## config.mk

```make
export PLATFORM = sky130hd
export DESIGN_NAME = rifl_traffic_gen_flat
export DESIGN_NICKNAME = d
export VERILOG_FILES = /design/src/rtl/rifl_axis_if.sv /design/src/rtl/rifl_traffic_gen.sv /design/src/flat_wrapper.sv
export SDC_FILE = /design/constraint.sdc
export NUM_CORES = 1
export LEC_CHECK = 0
export ABC_AREA = 1
export CAP_MARGIN = 20
export CORE_MARGIN = 4
export CORE_UTILIZATION = 35
export CTS_CLUSTER_SIZE = 25
export DETAILED_ROUTE_END_ITERATION = 16
export PLACE_DENSITY = 0.63
export SYNTH_ARGS = -nofsm -noshare
export SYNTH_HDL_FRONTEND = slang
export SYNTH_SLANG_ARGS = --single-unit
export TNS_END_PERCENT = 50
```

## constraint.sdc

```tcl
create_clock -name clk -period 15.3 [get_ports clk]
set_input_delay 1.53 -clock clk [delete_from_list [all_inputs] [get_ports clk]]
set_output_delay 1.53 -clock clk [all_outputs]
set_load 0.1 [all_outputs]
```

## src/rtl/rifl_axis_if.sv

```systemverilog
// AXI4-Stream bundle carrying 14-byte beats from the traffic generator into the rifl s_axis port.
interface rifl_axis_if;
  logic [111:0] tdata;
  logic [13:0]  tkeep;
  logic         tlast;
  logic         tvalid;
  logic         tready;

  modport master (output tdata, tkeep, tlast, tvalid, input tready);
  modport slave  (input tdata, tkeep, tlast, tvalid, output tready);
endinterface

```

## src/rtl/rifl_traffic_gen.sv

```systemverilog
// Packet traffic generator: emits sequenced, indexed AXI4-Stream packets with programmable length,
// last-beat keep, inter-packet gap and packet count.
module rifl_traffic_gen #(
  parameter logic [31:0] SEQ_INIT  = 32'd0,
  parameter int          MAX_LEN_W = 16
) (
  input  logic                 clk,
  input  logic                 rst,
  input  logic                 enable,
  input  logic                 clr,
  input  logic [MAX_LEN_W-1:0] pkt_len_beats,
  input  logic [3:0]           last_keep_bytes,
  input  logic [7:0]           gap_cycles,
  input  logic [31:0]          pkt_target,
  rifl_axis_if.master          m_axis,
  output logic                 busy,
  output logic                 done,
  output logic [31:0]          pkts_sent,
  output logic [31:0]          beats_sent
);

  localparam int GC_W = 80 - MAX_LEN_W;
  localparam logic [MAX_LEN_W-1:0] LEN_ONE = MAX_LEN_W'(1);

  typedef enum logic [1:0] {IDLE, SEND, GAP, DONE} state_t;

  state_t               state, state_next;
  logic [31:0]          seq_num;
  logic [63:0]          global_cnt;
  logic [MAX_LEN_W-1:0] beat_idx;
  logic [MAX_LEN_W-1:0] len_q;
  logic [3:0]           keep_q;
  logic [7:0]           gap_q;
  logic [7:0]           gap_cnt;

  logic                 start_pkt;
  logic                 gap_load;
  logic                 hs;
  logic                 last_beat;
  logic                 clr_act;
  logic [31:0]          pkts_inc;
  logic [MAX_LEN_W-1:0] len_eff;
  logic [3:0]           keep_eff;
  logic [13:0]          last_mask;

  assign hs        = m_axis.tvalid && m_axis.tready;
  assign last_beat = (beat_idx == (len_q - LEN_ONE));
  assign clr_act   = clr && (state == IDLE || state == DONE);
  assign pkts_inc  = pkts_sent + 32'd1;
  assign len_eff   = (pkt_len_beats == '0) ? LEN_ONE : pkt_len_beats;
  assign keep_eff  = (last_keep_bytes == 4'd0 || last_keep_bytes > 4'd14) ? 4'd14 : last_keep_bytes;

  always_ff @(posedge clk or posedge rst) begin
    if (rst) state <= IDLE;
    else     state <= state_next;
  end

  // A back-to-back packet stays in SEND and simply re-arms start_pkt on the last handshake.
  always_comb begin
    state_next = state;
    start_pkt  = 1'b0;
    gap_load   = 1'b0;
    case (state)
      IDLE: begin
        if (!clr && enable) begin
          state_next = SEND;
          start_pkt  = 1'b1;
        end
      end
      SEND: begin
        if (hs && last_beat) begin
          if (pkt_target != 32'd0 && pkts_inc == pkt_target) begin
            state_next = DONE;
          end else if (!enable) begin
            state_next = IDLE;
          end else if (gap_q != 8'd0) begin
            state_next = GAP;
            gap_load   = 1'b1;
          end else begin
            start_pkt  = 1'b1;
          end
        end
      end
      GAP: begin
        if (gap_cnt <= 8'd1) begin
          if (enable) begin
            state_next = SEND;
            start_pkt  = 1'b1;
          end else begin
            state_next = IDLE;
          end
        end
      end
      DONE: begin
        if (!enable) state_next = IDLE;
      end
      default: state_next = IDLE;
    endcase
  end

  always_ff @(posedge clk or posedge rst) begin
    if (rst) begin
      seq_num    <= SEQ_INIT;
      global_cnt <= '0;
      pkts_sent  <= '0;
      beats_sent <= '0;
      beat_idx   <= '0;
      len_q      <= LEN_ONE;
      keep_q     <= 4'd14;
      gap_q      <= '0;
      gap_cnt    <= '0;
    end else begin
      if (clr_act) begin
        seq_num    <= SEQ_INIT;
        global_cnt <= '0;
        pkts_sent  <= '0;
        beats_sent <= '0;
      end else if (hs) begin
        beats_sent <= beats_sent + 32'd1;
        global_cnt <= global_cnt + 64'd1;
        beat_idx   <= beat_idx + LEN_ONE;
        if (last_beat) begin
          pkts_sent <= pkts_inc;
          seq_num   <= seq_num + 32'd1;
        end
      end
      // Packet shape is captured once here so mid-packet input changes cannot corrupt framing.
      if (start_pkt) begin
        beat_idx <= '0;
        len_q    <= len_eff;
        keep_q   <= keep_eff;
        gap_q    <= gap_cycles;
      end
      if (gap_load)          gap_cnt <= gap_q;
      else if (state == GAP) gap_cnt <= gap_cnt - 8'd1;
    end
  end

  always_comb begin
    last_mask = '0;
    for (int i = 0; i < 14; i++) last_mask[i] = (4'(i) < keep_q);
  end

  // Payload fields are gated by tvalid so the bus reads all-zero whenever nothing is offered.
  assign m_axis.tvalid = (state == SEND);
  assign m_axis.tlast  = m_axis.tvalid && last_beat;
  assign m_axis.tkeep  = !m_axis.tvalid ? 14'h0000 : (last_beat ? last_mask : 14'h3FFF);
  assign m_axis.tdata  = m_axis.tvalid ? {seq_num, beat_idx, GC_W'(global_cnt)} : 112'd0;

  assign busy = (state == SEND) || (state == GAP);
  assign done = (state == DONE);

endmodule

```

## src/flat_wrapper.sv

```systemverilog
// flat-port wrapper written by rule: the top's interface ports become plain ports
module rifl_traffic_gen_flat 
#(
  parameter logic [31:0] SEQ_INIT  = 32'd0,
  parameter int          MAX_LEN_W = 16
)
  (clk, rst, enable, clr, pkt_len_beats, last_keep_bytes, gap_cycles, pkt_target, busy, done, pkts_sent, beats_sent, m_axis_tdata, m_axis_tkeep, m_axis_tlast, m_axis_tvalid, m_axis_tready);
  rifl_axis_if m_axis_i ();
  input  logic clk;
  input  logic rst;
  input  logic enable;
  input  logic clr;
  input  logic [MAX_LEN_W-1:0] pkt_len_beats;
  input  logic [3:0] last_keep_bytes;
  input  logic [7:0] gap_cycles;
  input  logic [31:0] pkt_target;
  output logic busy;
  output logic done;
  output logic [31:0] pkts_sent;
  output logic [31:0] beats_sent;
  output wire logic [$bits(m_axis_i.tdata)-1:0] m_axis_tdata;
  output wire logic [$bits(m_axis_i.tkeep)-1:0] m_axis_tkeep;
  output wire logic [$bits(m_axis_i.tlast)-1:0] m_axis_tlast;
  output wire logic [$bits(m_axis_i.tvalid)-1:0] m_axis_tvalid;
  input wire logic [$bits(m_axis_i.tready)-1:0] m_axis_tready;
  assign m_axis_tdata = m_axis_i.tdata;
  assign m_axis_tkeep = m_axis_i.tkeep;
  assign m_axis_tlast = m_axis_i.tlast;
  assign m_axis_tvalid = m_axis_i.tvalid;
  assign m_axis_i.tready = m_axis_tready;
  rifl_traffic_gen #(.SEQ_INIT(SEQ_INIT), .MAX_LEN_W(MAX_LEN_W)) u_core (.clk(clk), .rst(rst), .enable(enable), .clr(clr), .pkt_len_beats(pkt_len_beats), .last_keep_bytes(last_keep_bytes), .gap_cycles(gap_cycles), .pkt_target(pkt_target), .m_axis(m_axis_i), .busy(busy), .done(done), .pkts_sent(pkts_sent), .beats_sent(beats_sent));
endmodule
```

# Word-level counts from Yosys, hierarchy flattened

Cells that the tools add are included.

Bits in registers: 214
Input bits: 65
Output and inout port bits: 194
Word-level logic and storage cells: 108

Add/subtract/negate cells: 7
$lt $le $gt $ge: 16
Eq/ne operators: 11
Muxes and demuxes: 42
Reductions and logical operators: 22

Operator list:

| cell                                                            | number |
|---|---|
| two-way mux 32 bit                                              | 8 |
| two-way mux 64 bit                                              | 2 |
| two-way mux 112 bit                                             | 1 |
| adder 32 x 1 -> 32 bit (second input constant)                  | 3 |
| adder 64 x 1 -> 64 bit (second input constant)                  | 1 |
| two-way mux 16 bit                                              | 4 |
| equality test 32 bit                                            | 1 |
| nonzero test 32 bit                                             | 1 |
| two-way mux 14 bit                                              | 2 |
| < comparator 4 bit (first input constant)                       | 6 |
| adder 16 x 1 -> 16 bit (second input constant)                  | 1 |
| equality test 16 bit                                            | 1 |
| zero test 16 bit                                                | 1 |
| < comparator 3 x 4 -> 1 bit (first input constant)              | 4 |
| two-way mux 8 bit                                               | 2 |
| subtractor 16 x 1 -> 16 bit (second input constant)             | 1 |
| two-way mux 2 bit                                               | 7 |
| two-way mux 1 bit                                               | 13 |
| less-or-equal comparator 8 x 1 -> 1 bit (second input constant) | 1 |
| < comparator 1 x 4 -> 1 bit (first input constant)              | 2 |
| < comparator 2 x 4 -> 1 bit (first input constant)              | 2 |
| case mux 2 bit (4 select lines)                                 | 1 |
| nonzero test 2 bit                                              | 4 |
| nonzero test 8 bit                                              | 1 |
| other kinds (16)                                                | 28 |

# Logic depth before layout (Yosys ltp)

Gate-level depths: netlist of the first run.

Word-level depth: 8
Gate-level depth with buffers: 21
Gate-level depth less buffers: 20

# Least setup slack after synthesis of the first run

Ideal clock, no wire load.

Path kind: register to output
Start: register u_core.state[1]
End: output port m_axis_tkeep[10]
Arrival: 3063 ps
Data required time: 13770 ps
Setup slack: 10707 ps
Stages on the path, launching flop included: 8
Buffers on the path: 1
Cells stage by stage: dfrtp_1 > inv_1 > ha_1 > buf_4 > o21ai_0 > inv_1 > nand2_1 > inv_1

Longest elaborated chain between the ends: 2

RTL lines:

| what                         | RTL line                | source |
|---|---|---|
| start: declaration           | rifl_traffic_gen.sv:27  | `state_t state, state_next;` |
| start signal: assignment     | rifl_traffic_gen.sv:55  | `else state <= state_next;` |
| equality test 2 x 1 -> 1 bit | rifl_traffic_gen.sv:145 | `assign m_axis.tvalid = (state == SEND);` |
| named net m_axis_tvalid      | flat_wrapper.sv:24      | `output wire logic [$bits(m_axis_i.tvalid)-1:0] m_axis_tvalid;` |
| two-way mux 14 bit           | rifl_traffic_gen.sv:147 | `assign m_axis.tkeep = !m_axis.tvalid ? 14'h0000 : (last_beat ? last_mask : 14'h3FFF);` |
| end: declaration             | flat_wrapper.sv:22      | `output wire logic [$bits(m_axis_i.tkeep)-1:0] m_axis_tkeep;` |

The timed path passes the listed nets, and every way through them passes these cells.

# Worst setup path in the final report of the first run

Start: register u_core.len_q[0]
End: output port m_axis_tkeep[0]

Longest elaborated chain between the ends: 4

RTL lines:

| what                            | RTL line                | source |
|---|---|---|
| start: declaration              | rifl_traffic_gen.sv:31  | `logic [MAX_LEN_W-1:0] len_q;` |
| start signal: assignment        | rifl_traffic_gen.sv:130 | `len_q <= len_eff;` |
| subtractor 16 x 1 -> 16 bit     | rifl_traffic_gen.sv:47  | `assign last_beat = (beat_idx == (len_q - LEN_ONE));` |
| equality test 16 bit            | rifl_traffic_gen.sv:47  |  |
| two-way mux 14 bit (2 in a row) | rifl_traffic_gen.sv:147 |  |

Every way passes these cells.

==> flow_summary.yaml, run 1 <==
run:
  max-cap-violations: 0
hold_path:
  holdPathStages: 2
  hold_start: "u_core.gap_q[1]"
  holdPathEnd: "u_core.gap_q[1]"
  hold_class: "register to register"
logic_synthesis:
  yosysSeqAreaShare_pct: 36.3
  ys_ff_latch: 214
  synth_cell_types: 58
  syn_nets: 2309
  synth_top_cell_by_area: "dfrtp_1"
  synth-edff-count: 0
  netlist_instances: 2232
  netlist_area_um2: 14800
  synth_top_area_share_pct: 35.6
  synth_area_leaders: "dfrtp_1 (36%), nand2_1 (17%), inv_1 (9.5%)"
  yosysWarnings: 0
  synth_async_sr_flop_share_pct: 100
  synth_area_per_cell_um2: 6.61
  ys.flop_type: "dfrtp_1"
place:
  place_hpwl_mm: 36.7
  place_ws_ns: 10.13
  place.gp.congestion: 0.915
  numPortBuffers: 258
layout:
  fin_nets: 2548
  syn2layout_area_growth_pct: 27.6
  drive_gt1_share_pct: 4.09
  num-fill-cells: 4192
  antennaDiodeCount: 0
floorplan:
  rows: 74
  die_height_um: 213
  initial_core_util_pct: 35.8
  die_w_um: 213
  coreArea_um2: 41200
  ios: 259
  die_area_um2: 45500
global_route:
  antenna_found_initial: 0
  grtUsageTotal_pct: 20.7
  grt_max_degree: 91
  overflow: 0
  grt_pass1_vias: 14564
  grt_pass1_wl_mm: 76.9
  met3_usage_pct: 3.69
  use_met2_pct: 33.3
  grt_busiest_layer: "met2"
  grt_util_met1_pct: 28.8
critical_path:
  crit_path_start_kind: "register"
  cp.required_ns: 13.77
  r2r_setup_slack_ns: 10.72
  critPathKind: "register to output port"
  critical_path_arrival_ns: 4.21
  critPathMaxFanout: 4
  timing.rr.end: "u_core.global_cnt[48]"
  rr_worst_depth: 17
  r2r_start: "u_core.state[1]"
  cp-end-kind: "output port"
route:
  vias: 15402
  routed_wl_mm: 48.4
  post_drt_wl_per_cell_um: 16.0
  via_per_inst: 5.09
  drtPass1Iterations: 5
  route.detailed.drc: 0
  drt-initial-drc-count: 1054
  ant_nets: 0
clock_tree:
  clk_pin_slew_ns: 0.06
  cts_sinks: 214
  ctsHoldBuffers: 0
  cts_resized: 0
  post_cts_buffers: 0
  cts_buffer_depth: 3
  htree_levels: 1
  cts_root_buf: "clkbuf_16"
  clk_latency_ns: 0.56
  cts-buffers-inserted: 28
  cts_tree: "done"
outcome:
  status: "completed"
power_and_ir_drop:
  p_leak_uw: 0.00867
  power_density_nw_per_um2: 117
  vdd_drop_max_uv: 279
timing:
  fmax_mhz: 174
  setup_viol: 0
  rsz0062_at_grt: "no"
  period_share_pct: 37.5
  fin_skew_ns: 0.00812
  slew_headroom_pct: 30.3
  tightest_slew_ns: 1.04
  fin_ws_ns: 9.56
  hold_violations: 0
  period_needed_ns: 5.74
  final-max-slew-violation-count: 0
  fin_setup_tns_ns: 0
logic make-up after synthesis:
logic type                 after synthesis  share of synthesized area [%]
buffers and inverters                  436                           11.4
adders and majority gates               12                           1.02
and+or+nand+nor                       1228                           36.3
AOI/OAI and AO/OA                      267                           10.3
DFF                                    214                           36.3
xor gates and xnor gates                75                           4.69
cells in the mapped netlist, drive strengths merged (4+ instances only):
library cell    n
nand3         130
dfstp           4
nor3           80
xor2           43
o31ai          30
a221oi          4
ha             12
nor4           31
a31oi          11
and3            4
a21oi          88
clkbuf         39
xnor2          30
nand2         660
buf            17
nand3b         15
a41oi           4
inv           377
o21ai         108
or2             6
nor2          246
o21a            9
nand4          49
dfrtp         210
per-layer routing:
layer / routed length, µm / part of all wire [%] / up-vias
met3: 3120 / 6.4 / 73
met5: 0 / 0 / -
met2: 22300 / 46 / 533
met1: 21800 / 45 / 7212
li1: - / - / 7584
met4: 1300 / 2.7 / 0
how the worst max path moves through the flow:
stage,from,to,slack [ns],cells after the start
6_report,u_core.len_q[0],m_axis_tkeep[0],9.56,16
5_1_grt,u_core.len_q[0],m_axis_tkeep[0],9.28,17
4_1_cts,u_core.len_q[0],m_axis_tkeep[0],9.50,16
3_5_place_dp,u_core.len_q[0],m_axis_tkeep[0],10.13,16
3_3_place_gp,u_core.len_q[0],m_axis_tkeep[0],10.19,16
2_1_floorplan,rst,u_core.beat_idx[0],7.93,1
flip-flops by register name (all words and copies together), names as in the netlist:
signal	cells
u_core.gap_cnt	8
u_core.gap_q	8
u_core.seq_num	32
u_core.len_q	16
u_core.beats_sent	32
u_core.pkts_sent	32
u_core.beat_idx	16
u_core.global_cnt	64
u_core.keep_q	4
u_core.state	2
cell usage in the layout (no fill, tap or decap), drive strengths merged, types with 11 or more instances in the layout:
cell	netlist	layout
xnor2	30	30
clkdlybuf4s50	0	258
dfrtp	210	210
a31oi	11	11
nand3	130	130
nor2	246	246
nand4	49	49
nand2	660	660
clkbuf	39	43
o21ai	108	108
nor3	80	80
nand3b	15	15
o31ai	30	30
xor2	43	43
a21oi	88	88
inv	377	378
nor4	31	31
ha	12	12
where the power goes:
group | leakage, µW | total (µW) | switching [µW] | internal, µW
Clock | 0.000484 | 701 | 263 | 438
Combinational | 0.00528 | 817 | 607 | 209
Sequential | 0.00291 | 694 | 69.0 | 625
final cells by class:
type                            count  area (µm²)  area share, %
Tap cell                          532         666           3.54
Clock inverter                      9         156          0.831
Multi-Input combinational cell   1582        7740           41.1
Clock buffer                       43         827           4.39
Sequential cell                   214        5360           28.5
Timing Repair Buffer              265        2640           14.0
Inverter                          380        1440           7.65
through the flow:
step                cells  power, µW  hold WS, ns  instance area (µm²)  util [%]
finish               3025       2210        0.471                18800      45.7
global route         3025       2340        0.501                18800      45.7
CTS                  3025       2230        0.474                18800      45.7
detailed placement   2973       1520        0.459                17800      43.3
global placement     2973       1510        0.461                17800      43.3
floorplan            2232       1300        0.442                14800         -
critical path: stages (launching register included):
cell and delay, ns:
dfstp_2 0.57, inv_1 0.08, ha_1 0.23, nand2_1 0.17
nor2_2 0.08, nand2_1 0.11, nor2_1 0.06, xor2_1 0.15
inv_1 0.08, nand4_1 0.09, nor2_1 0.11, nand3_1 0.07
nor3_1 0.46, nand2_1 0.16, o21ai_0 0.20, inv_1 0.05
clkdlybuf4s50_1 0.97
No activity file was read; power rests on OpenSTA's default activity.
==> inputs of run 2 (changes only) <==
- PLACE_DENSITY: 0.63 -> 0.65
- clock period: 15.3 -> 5.2 ns (I/O delays scaled with it)
==> run 2 against run 1 <==
Effect of this change:
- sequential share of layout area rose by 0.10 points
- highest routed layer unchanged
- worst hold slack lost 0.12 ns
- routed wire length decreased by 0.84%
- flip-flop and latch count did not move
- die area is the same
- cell count fell by 0.13%
- global-route usage shrank 0.23 points
- critical endpoint is now m_axis_tkeep[6]
- clock-buffer cell count decreased by 8
- final area shrank 0.35%
==> flow_summary.yaml, run 2 (synthesis gave the netlist of run 1 again) <==
outcome:
  status: "completed"
clock_tree:
  clk_pin_slew_ns: 0.06
  cts_root_buf: "clkbuf_16"
  cts-buffers-inserted: 26
  cts_sinks: 214
  cts_buffer_depth: 3
  ctsHoldBuffers: 0
  clk_latency_ns: 0.55
  post_cts_buffers: 0
  cts_resized: 0
  cts_tree: "done"
  htree_levels: 1
layout:
  layout_commonest_cell: "nand2_1"
  antennaDiodeCount: 0
  post-route-util_pct: 45.5
  largest_register: "u_core.global_cnt"
  syn2layout_area_growth_pct: 27.1
  multi_input_area_um2: 7740
  final-seq-area_um2: 5360
  fin_nets: 2547
  final_cell_mix: "nand2_1 (653), inv_1 (372), clkdlybuf4s50_1 (258), nor2_1 (228), dfrtp_1 (210)"
  drive_gt1_share_pct: 4.14
  num-fill-cells: 4226
  largest_reg_flops: 64
  final_cells: 3021
critical_path:
  cp_common_cell: "inv_1"
  cp.required_ns: 4.68
  crit_path_start_kind: "register"
  critPathTopFamily: "buffers and inverters"
  max_stage_delay_ns: 0.99
  critPathKind: "register to output port"
  cp-end-kind: "output port"
  critPathMaxFanout: 6
  crit_slowest_cell: "clkdlybuf4s50_1"
  cp_cell_sequence: "inv_1 -> ha_1 -> nand2_1 -> nor2_2 -> nand2_1 -> xnor2_1 -> inv_1 -> nand2_1 -> nor3_1 -> nand4_1 -> o21ai_0 -> inv_1 -> nor2_1 -> inv_1 -> clkdlybuf4s50_1"
  critical_path_arrival_ns: 4.22
  crit_buf_inv: 5
global_route:
  overflow: 0
  grt_max_degree: 141
  grt_pass1_wl_mm: 77.0
  grt_pass1_vias: 14822
  grtUsageTotal_pct: 20.5
  antenna_found_initial: 0
power_and_ir_drop:
  power_density_nw_per_um2: 340
  vdd_drop_max_uv: 649
  p_leak_uw: 0.00863
timing:
  fin_skew_ns: 0.0125
  fin_ws_ns: 0.456
  period_needed_ns: 4.74
  tightest_slew_ns: 1.04
  fin_setup_tns_ns: 0
  setup_viol: 0
  fmax_mhz: 211
  finalHoldWorstSlack_ns: 0.354
  final-max-slew-violation-count: 0
  rsz0062_at_grt: "no"
  period_share_pct: 91.2
  hold_violations: 0
  slew_headroom_pct: 30.7
route:
  route.detailed.drc: 0
  post_drt_wl_per_cell_um: 15.9
  via_per_inst: 5.07
  ant_nets: 0
  vias: 15325
  routed_wl_mm: 48.0
  drt-initial-drc-count: 974
  drtPass1Iterations: 5
place:
  place_hpwl_mm: 36.1
  dp_cells: 2974
  place.gp.congestion: 0.932
  numPortBuffers: 258
  place_ws_ns: 1.03
floorplan:
  die_height_um: 213
  initial_core_util_pct: 35.8
  die_area_um2: 45500
  die_w_um: 213
  rows: 74
  ios: 259
  coreArea_um2: 41200
hold_path:
  hold_class: "input pin to async pin"
run:
  max-cap-violations: 0
[run 2: where the power goes]
part / switching [µW] / total (µW) / internal, µW
Combinational: 1790 / 2410 / 620
Clock: 774 / 1930 / 1150
Sequential: 198 / 2030 / 1840
[run 2: final timing paths]
path	start	end	slack, ns	cells after the start
worst max-delay path	u_core.len_q[0]	m_axis_tkeep[6]	0.46	15
worst min register to register	u_core.gap_q[1]	u_core.gap_q[1]	0.48	2
worst max register to register	u_core.len_q[0]	u_core.pkts_sent[19]	1.44	15
max in group asynchronous	rst	u_core.beats_sent[25]	3.72	3
worst min-delay path	rst	u_core.pkts_sent[25]	0.35	2
min in group clk	u_core.gap_q[1]	u_core.gap_q[1]	0.48	2
[run 2: cell type report]
type | count | share of cell area [%]
tap | 532 | 3.55
sequential | 214 | 28.6
inverter | 380 | 7.65
clock inverter | 12 | 0.834
multi-input combinational | 1582 | 41.3
timing repair buffer | 266 | 14.2
clock buffer | 35 | 3.97
[run 2: layer usage]
metal	up-vias	routed length (µm)	GRT usage, %
met5	-	0	0
met4	0	792	4.08
met3	61	3430	3.60
met2	479	22000	33.6
met1	7190	21800	28.6
li1	7595	-	-
[run 2: per-stage QoR]
step	area [µm²]	power, µW
6_report	18800	6370
5_1_grt	18800	6750
4_1_cts	18800	6430
3_5_place_dp	17900	4470
3_3_place_gp	17900	4440
2_1_floorplan	14800	3830
